--- src/rtl/cmp_search_ctrl_pkg.sv ---
// Shared definitions for the comparator-driven successive-approximation search controller.
// Optional macro CMP_SEARCH_VERIFY_EN adds the VERIFY state to the state type.
package cmp_search_ctrl_pkg;

    localparam logic [2:0] SEL_ZERO = 3'b000;
    localparam logic [2:0] SEL_ONE  = 3'b001;
    localparam logic [2:0] SEL_EQ   = 3'b010;
    localparam logic [2:0] SEL_NE   = 3'b011;
    localparam logic [2:0] SEL_GE   = 3'b100;
    localparam logic [2:0] SEL_LE   = 3'b101;
    localparam logic [2:0] SEL_LT   = 3'b110;
    localparam logic [2:0] SEL_GT   = 3'b111;

    typedef enum logic [1:0] {
        ST_IDLE   = 2'd0,
        ST_SEARCH = 2'd1,
`ifdef CMP_SEARCH_VERIFY_EN
        ST_VERIFY = 2'd2,
`endif
        ST_DONE   = 2'd3
    } state_t;

endpackage

--- src/rtl/cmp_search_ctrl.sv ---
// Binary search for an unknown X using an external comparator (probe <= X), one query per cycle.
// Optional macro CMP_SEARCH_VERIFY_EN adds a final equality check that sets err on mismatch.
//
// state     | meaning
// ----------+-------------------------------------------------------------
// ST_IDLE   | waiting for start; SEL/probe parked at constant-0
// ST_SEARCH | one comparator query per cycle, MSB first, N cycles total
// ST_VERIFY | probe=result with SEL=EQ; err captures a mismatch
// ST_DONE   | done pulses for one cycle, then back to IDLE
module cmp_search_ctrl
    import cmp_search_ctrl_pkg::*;
#(
    parameter int N = 8
) (
    input  logic         clk,
    input  logic         rst,
    input  logic         start,
    output logic [2:0]   SEL,
    output logic [N-1:0] probe,
    input  logic         cmp_in,
    output logic         busy,
    output logic         done,
    output logic [N-1:0] result,
    output logic         err
);

    localparam int IW = (N > 1) ? $clog2(N) : 1;

    state_t         state, state_nxt;
    logic [2:0]     sel_q, sel_nxt;
    logic [N-1:0]   probe_q, probe_nxt;
    logic [N-1:0]   trial, trial_nxt;
    logic [N-1:0]   result_q, result_nxt;
    logic [IW-1:0]  idx, idx_nxt;
    logic [N-1:0]   bit_i;
    logic [N-1:0]   kept;
`ifdef CMP_SEARCH_VERIFY_EN
    logic           err_q, err_nxt;
`endif

    always_ff @(posedge clk) begin
        if (rst) begin
            state    <= ST_IDLE;
            sel_q    <= SEL_ZERO;
            probe_q  <= '0;
            trial    <= '0;
            result_q <= '0;
            idx      <= '0;
`ifdef CMP_SEARCH_VERIFY_EN
            err_q    <= 1'b0;
`endif
        end else begin
            state    <= state_nxt;
            sel_q    <= sel_nxt;
            probe_q  <= probe_nxt;
            trial    <= trial_nxt;
            result_q <= result_nxt;
            idx      <= idx_nxt;
`ifdef CMP_SEARCH_VERIFY_EN
            err_q    <= err_nxt;
`endif
        end
    end

    always_comb begin
        state_nxt  = state;
        sel_nxt    = sel_q;
        probe_nxt  = probe_q;
        trial_nxt  = trial;
        result_nxt = result_q;
        idx_nxt    = idx;
`ifdef CMP_SEARCH_VERIFY_EN
        err_nxt    = err_q;
`endif
        // bit under test this cycle; kept keeps it only if probe <= X
        bit_i = N'(1) << idx;
        kept  = trial | (cmp_in ? bit_i : '0);

        case (state)
            ST_IDLE: begin
                if (start) begin
                    state_nxt = ST_SEARCH;
                    trial_nxt = '0;
                    idx_nxt   = IW'(N - 1);
                    probe_nxt = N'(1) << (N - 1);
                    sel_nxt   = SEL_LE;
`ifdef CMP_SEARCH_VERIFY_EN
                    err_nxt   = 1'b0;
`endif
                end
            end
            ST_SEARCH: begin
                trial_nxt = kept;
                if (idx != '0) begin
                    probe_nxt = kept | (bit_i >> 1);
                    idx_nxt   = idx - IW'(1);
                end else begin
                    result_nxt = kept;
`ifdef CMP_SEARCH_VERIFY_EN
                    state_nxt  = ST_VERIFY;
                    probe_nxt  = kept;
                    sel_nxt    = SEL_EQ;
`else
                    state_nxt  = ST_DONE;
                    probe_nxt  = '0;
                    sel_nxt    = SEL_ZERO;
`endif
                end
            end
`ifdef CMP_SEARCH_VERIFY_EN
            ST_VERIFY: begin
                err_nxt   = ~cmp_in;
                state_nxt = ST_DONE;
                probe_nxt = '0;
                sel_nxt   = SEL_ZERO;
            end
`endif
            ST_DONE: begin
                state_nxt = ST_IDLE;
            end
            default: begin
                state_nxt = ST_IDLE;
                probe_nxt = '0;
                sel_nxt   = SEL_ZERO;
            end
        endcase
    end

    assign SEL    = sel_q;
    assign probe  = probe_q;
    assign result = result_q;
    assign busy   = (state != ST_IDLE);
    assign done   = (state == ST_DONE);
`ifdef CMP_SEARCH_VERIFY_EN
    assign err    = err_q;
`else
    assign err    = 1'b0;
`endif

endmodule

--- config.mk ---
export PLATFORM = sky130hd
export DESIGN_NAME = cmp_search_ctrl
export DESIGN_NICKNAME = d
export VERILOG_FILES = /design/src/rtl/cmp_search_ctrl_pkg.sv /design/src/rtl/cmp_search_ctrl.sv
export SDC_FILE = /design/constraint.sdc
export NUM_CORES = 1
export LEC_CHECK = 0
export ABC_CLOCK_PERIOD_IN_PS = 2600
export CAP_MARGIN = 15
export CORE_MARGIN = 3
export CORE_UTILIZATION = 54
export CTS_CLUSTER_SIZE = 30
export DETAILED_ROUTE_END_ITERATION = 8
export GPL_TIMING_DRIVEN = 1
export PLACE_DENSITY = 0.92
export SKIP_LAST_GASP = 1
export SLEW_MARGIN = 20
export SYNTH_ARGS = -nofsm -noshare
export SYNTH_HDL_FRONTEND = slang
export SYNTH_SLANG_ARGS = --single-unit
--- constraint.sdc ---
create_clock -name clk -period 2.6 [get_ports clk]
set_clock_uncertainty 0.05 [all_clocks]
set_input_delay 0.65 -clock clk [delete_from_list [all_inputs] [get_ports clk]]
set_output_delay 0.65 -clock clk [all_outputs]
set_load 0.02 [all_outputs]
==> impl_metrics.py <==
metrics = {
    "grt": {
        "antenna_found_initial": 0,
        "grt_first_pass_wirelength_um": 4885,
        "grt_overflow": 0,
        "grtUsageTotal": 0.1973,
        "grt_max_degree": 27,
        "grt_pass1_vias": 1081,
    },
    "cells_and_area": {
        "drive_above_1_share": 0.08284,
        "layout.nets": 177,
        "area_growth_pct": 19.73,
        "diodes": 0,
    },
    "route": {
        "avgRoutedWirePerCell_um": 15.13,
        "drtAntennaViolNets": 0,
        "via_per_inst": 5.924,
        "dr.pass1.iters": 4,
        "drt_iter0_drc": 35,
        "num_vias": 1167,
        "totalWireLength_um": 2980,
        "drc_errors": 0,
    },
    "placed_design": {
        "hpwl_um": 2170,
        "gp_congestion": 0.8884,
        "portBuffers": 23,
    },
    "synth": {
        "synth_edf_count": 0,
        "synth_top_cell_by_area": "dfxtp_1",
        "synth-main-ff-cell": "dfxtp_1",
        "synth.yosys.warnings": 0,
        "yosys_register_bits": 30,
        "async_reset_ff_frac": 0,
        "ys_seq_area_frac": 0.4404,
        "synthDistinctLibCells": 42,
        "syn-cell-area_um2": 1364,
        "synthTopCellsByArea": "dfxtp_1, ha_1, a21oi_1",
        "yosysMostFrequentCell": "dfxtp_1",
        "yosys-top-cells-count": "dfxtp_1, nor2_1, a21oi_1, nand2_1, inv_1",
        "avgSynthCellArea_um2": 9.153,
        "synth_top_area_share": 0.4404,
        "syn_inst": 149,
    },
    "power_and_ir_drop": {
        "power.ir.vdd_worst_mv": 0.4985,
        "power.density_nw_per_um2": 626.4,
        "p_leak_nw": 0.6125,
    },
    "clocking": {
        "cts-resized-gates": 0,
        "path_clk_slew_ns": 0.10,
        "cts_htree_levels": 2,
        "postCtsSetupBuffers": 0,
        "cts.sinks": 30,
        "cts_max_path_buffers": 2,
        "cts_tree": "done",
        "cts_root_buf": "clkbuf_4",
        "cts_hold_buf": 0,
        "cts_buffers": 5,
        "clock_latency_ns": 0.33,
    },
    "floorplanning": {
        "die_area_um2": 3165,
        "row_count": 17,
        "start_util": 0.5937,
        "die_x_um": 56.26,
        "dieHeight_um": 56.26,
        "core-area_um2": 2297,
        "ios": 26,
    },
    "setup_path": {
        "end_kind": "output pin",
        "rr_startpoint": "idx[0]",
        "r2r_end": "result[3]",
        "cp_cell_sequence": "nand2_1 > inv_1 > clkdlybuf4s50_1",
        "reg2reg_slack_ns": 0.75,
        "crit_arrival_ns": 1.77,
        "critical-path-max-stage-delay_ns": 0.60,
        "cp_max_fo": 13,
        "startpoint_type": "register",
        "worst_r2r_path_depth": 5,
        "crit_slowest_cell": "clkdlybuf4s50_1",
        "cp.required_ns": 1.90,
        "path_class": "reg -> out",
    },
    "sta": {
        "finalSetupViolCount": 0,
        "hold_viol": 0,
        "fmaxAchievable_mhz": 404.7,
        "fin_hold_ws_ns": 0.4091,
        "post-route-period-util": 0.9503,
        "tns_ns": 0,
        "slew_violations": 0,
        "timing.final.crit_period_ns": 2.471,
        "rsz0062_at_grt": "no",
    },
    "run_status": {
        "status": "finished, final reports clean",
    },
    "hold_path": {
        "min_to": "result[4]",
        "hold_path_depth": 2,
        "hold_start": "result[4]",
        "min_path_type": "reg -> reg",
    },
    "flow_run": {
        "maxCapViolCount": 0,
    },
}
-- registers in the layout, indices dropped and copies added, names as in the netlist --
register / cells
probe: 8
result: 8
idx: 3
SEL: 1
trial: 8
state: 2
-- cells by family after synthesis --
| kind of cell | Yosys count | share of synthesized area |
|---|---|---|
| flops | 30 | 0.4404 |
| fa+ha+maj | 5 | 0.04587 |
| buf+inv | 21 | 0.07706 |
| other cells | 1 | 0.002750 |
| simple gates | 46 | 0.1890 |
| mux | 1 | 0.007340 |
| compound gates | 45 | 0.2376 |
-- critical path: cells and delay by family, from the launching register on --
family	cells	cell delay (ns)
buffers and inverters	2	0.69
DFF	1	0.56
and+or+nand+nor	1	0.18
-- routing by layer --
| metal | GRT usage | vias up | part of all wire |
|---|---|---|---|
| met2 | 0.3122 | 54 | 0.49 |
| li1 | - | 564 | - |
| met5 | 0 | - | 0 |
| met3 | 0.05517 | 6 | 0.082 |
| met4 | 0.1119 | 0 | 0.019 |
| met1 | 0.2390 | 543 | 0.41 |
-- layout make-up --
cell class | count | area (um2)
Inverter | 7 | 26.28
Multi-Input combinational cell | 99 | 661.9
Fill cell | 177 | 664.4
Clock buffer | 6 | 51.30
Tap cell | 28 | 35.03
Clock inverter | 2 | 12.51
Sequential cell | 30 | 600.6
Timing Repair Buffer | 25 | 245.2
-- power breakdown --
part           leakage, nW  switching, W  internal [W]
combinational        0.334      0.000125     0.0000921
clock               0.0343      0.000164      0.000130
sequential           0.244     0.0000271      0.000484
-- cell usage in the layout (no fill, tap or decap), types with 4 or more instances in the layout --
cell type and n:
a211oi_1 4, a21oi_1 11, a22oi_1 4, clkbuf_4 5
clkdlybuf4s50_1 23, dfxtp_1 30, ha_1 5, inv_1 7
nand2_1 9, nor2_1 14, nor2b_1 4, nor3_1 4
o2bb2ai_1 5
-- worst max-delay path by stage --
stage                   from        end  slack [ns]  cells after the start
floorplan             idx[0]   probe[3]        1.04                      6
global placement       start   trial[1]        0.49                      4
detailed placement    cmp_in  result[3]        0.44                      4
CTS                 state[0]       done        0.13                      3
global route        state[0]       done        0.03                      3
finish              state[0]       done        0.13                      3
-- metrics by stage --
step / util / cells / power, W / setup slack [ns] / cell area (um2)
floorplan: - / 150 / 0.0006751 / 1.039 / 1368
global placement: 0.6830 / 189 / 0.0007306 / 0.4940 / 1569
detailed placement: 0.6830 / 189 / 0.0007369 / 0.4410 / 1569
CTS: 0.7108 / 197 / 0.001029 / 0.1278 / 1633
global route: 0.7108 / 197 / 0.001075 / 0.02824 / 1633
finish: 0.7108 / 197 / 0.001023 / 0.1293 / 1633
(Power assumes the default switching activity.)
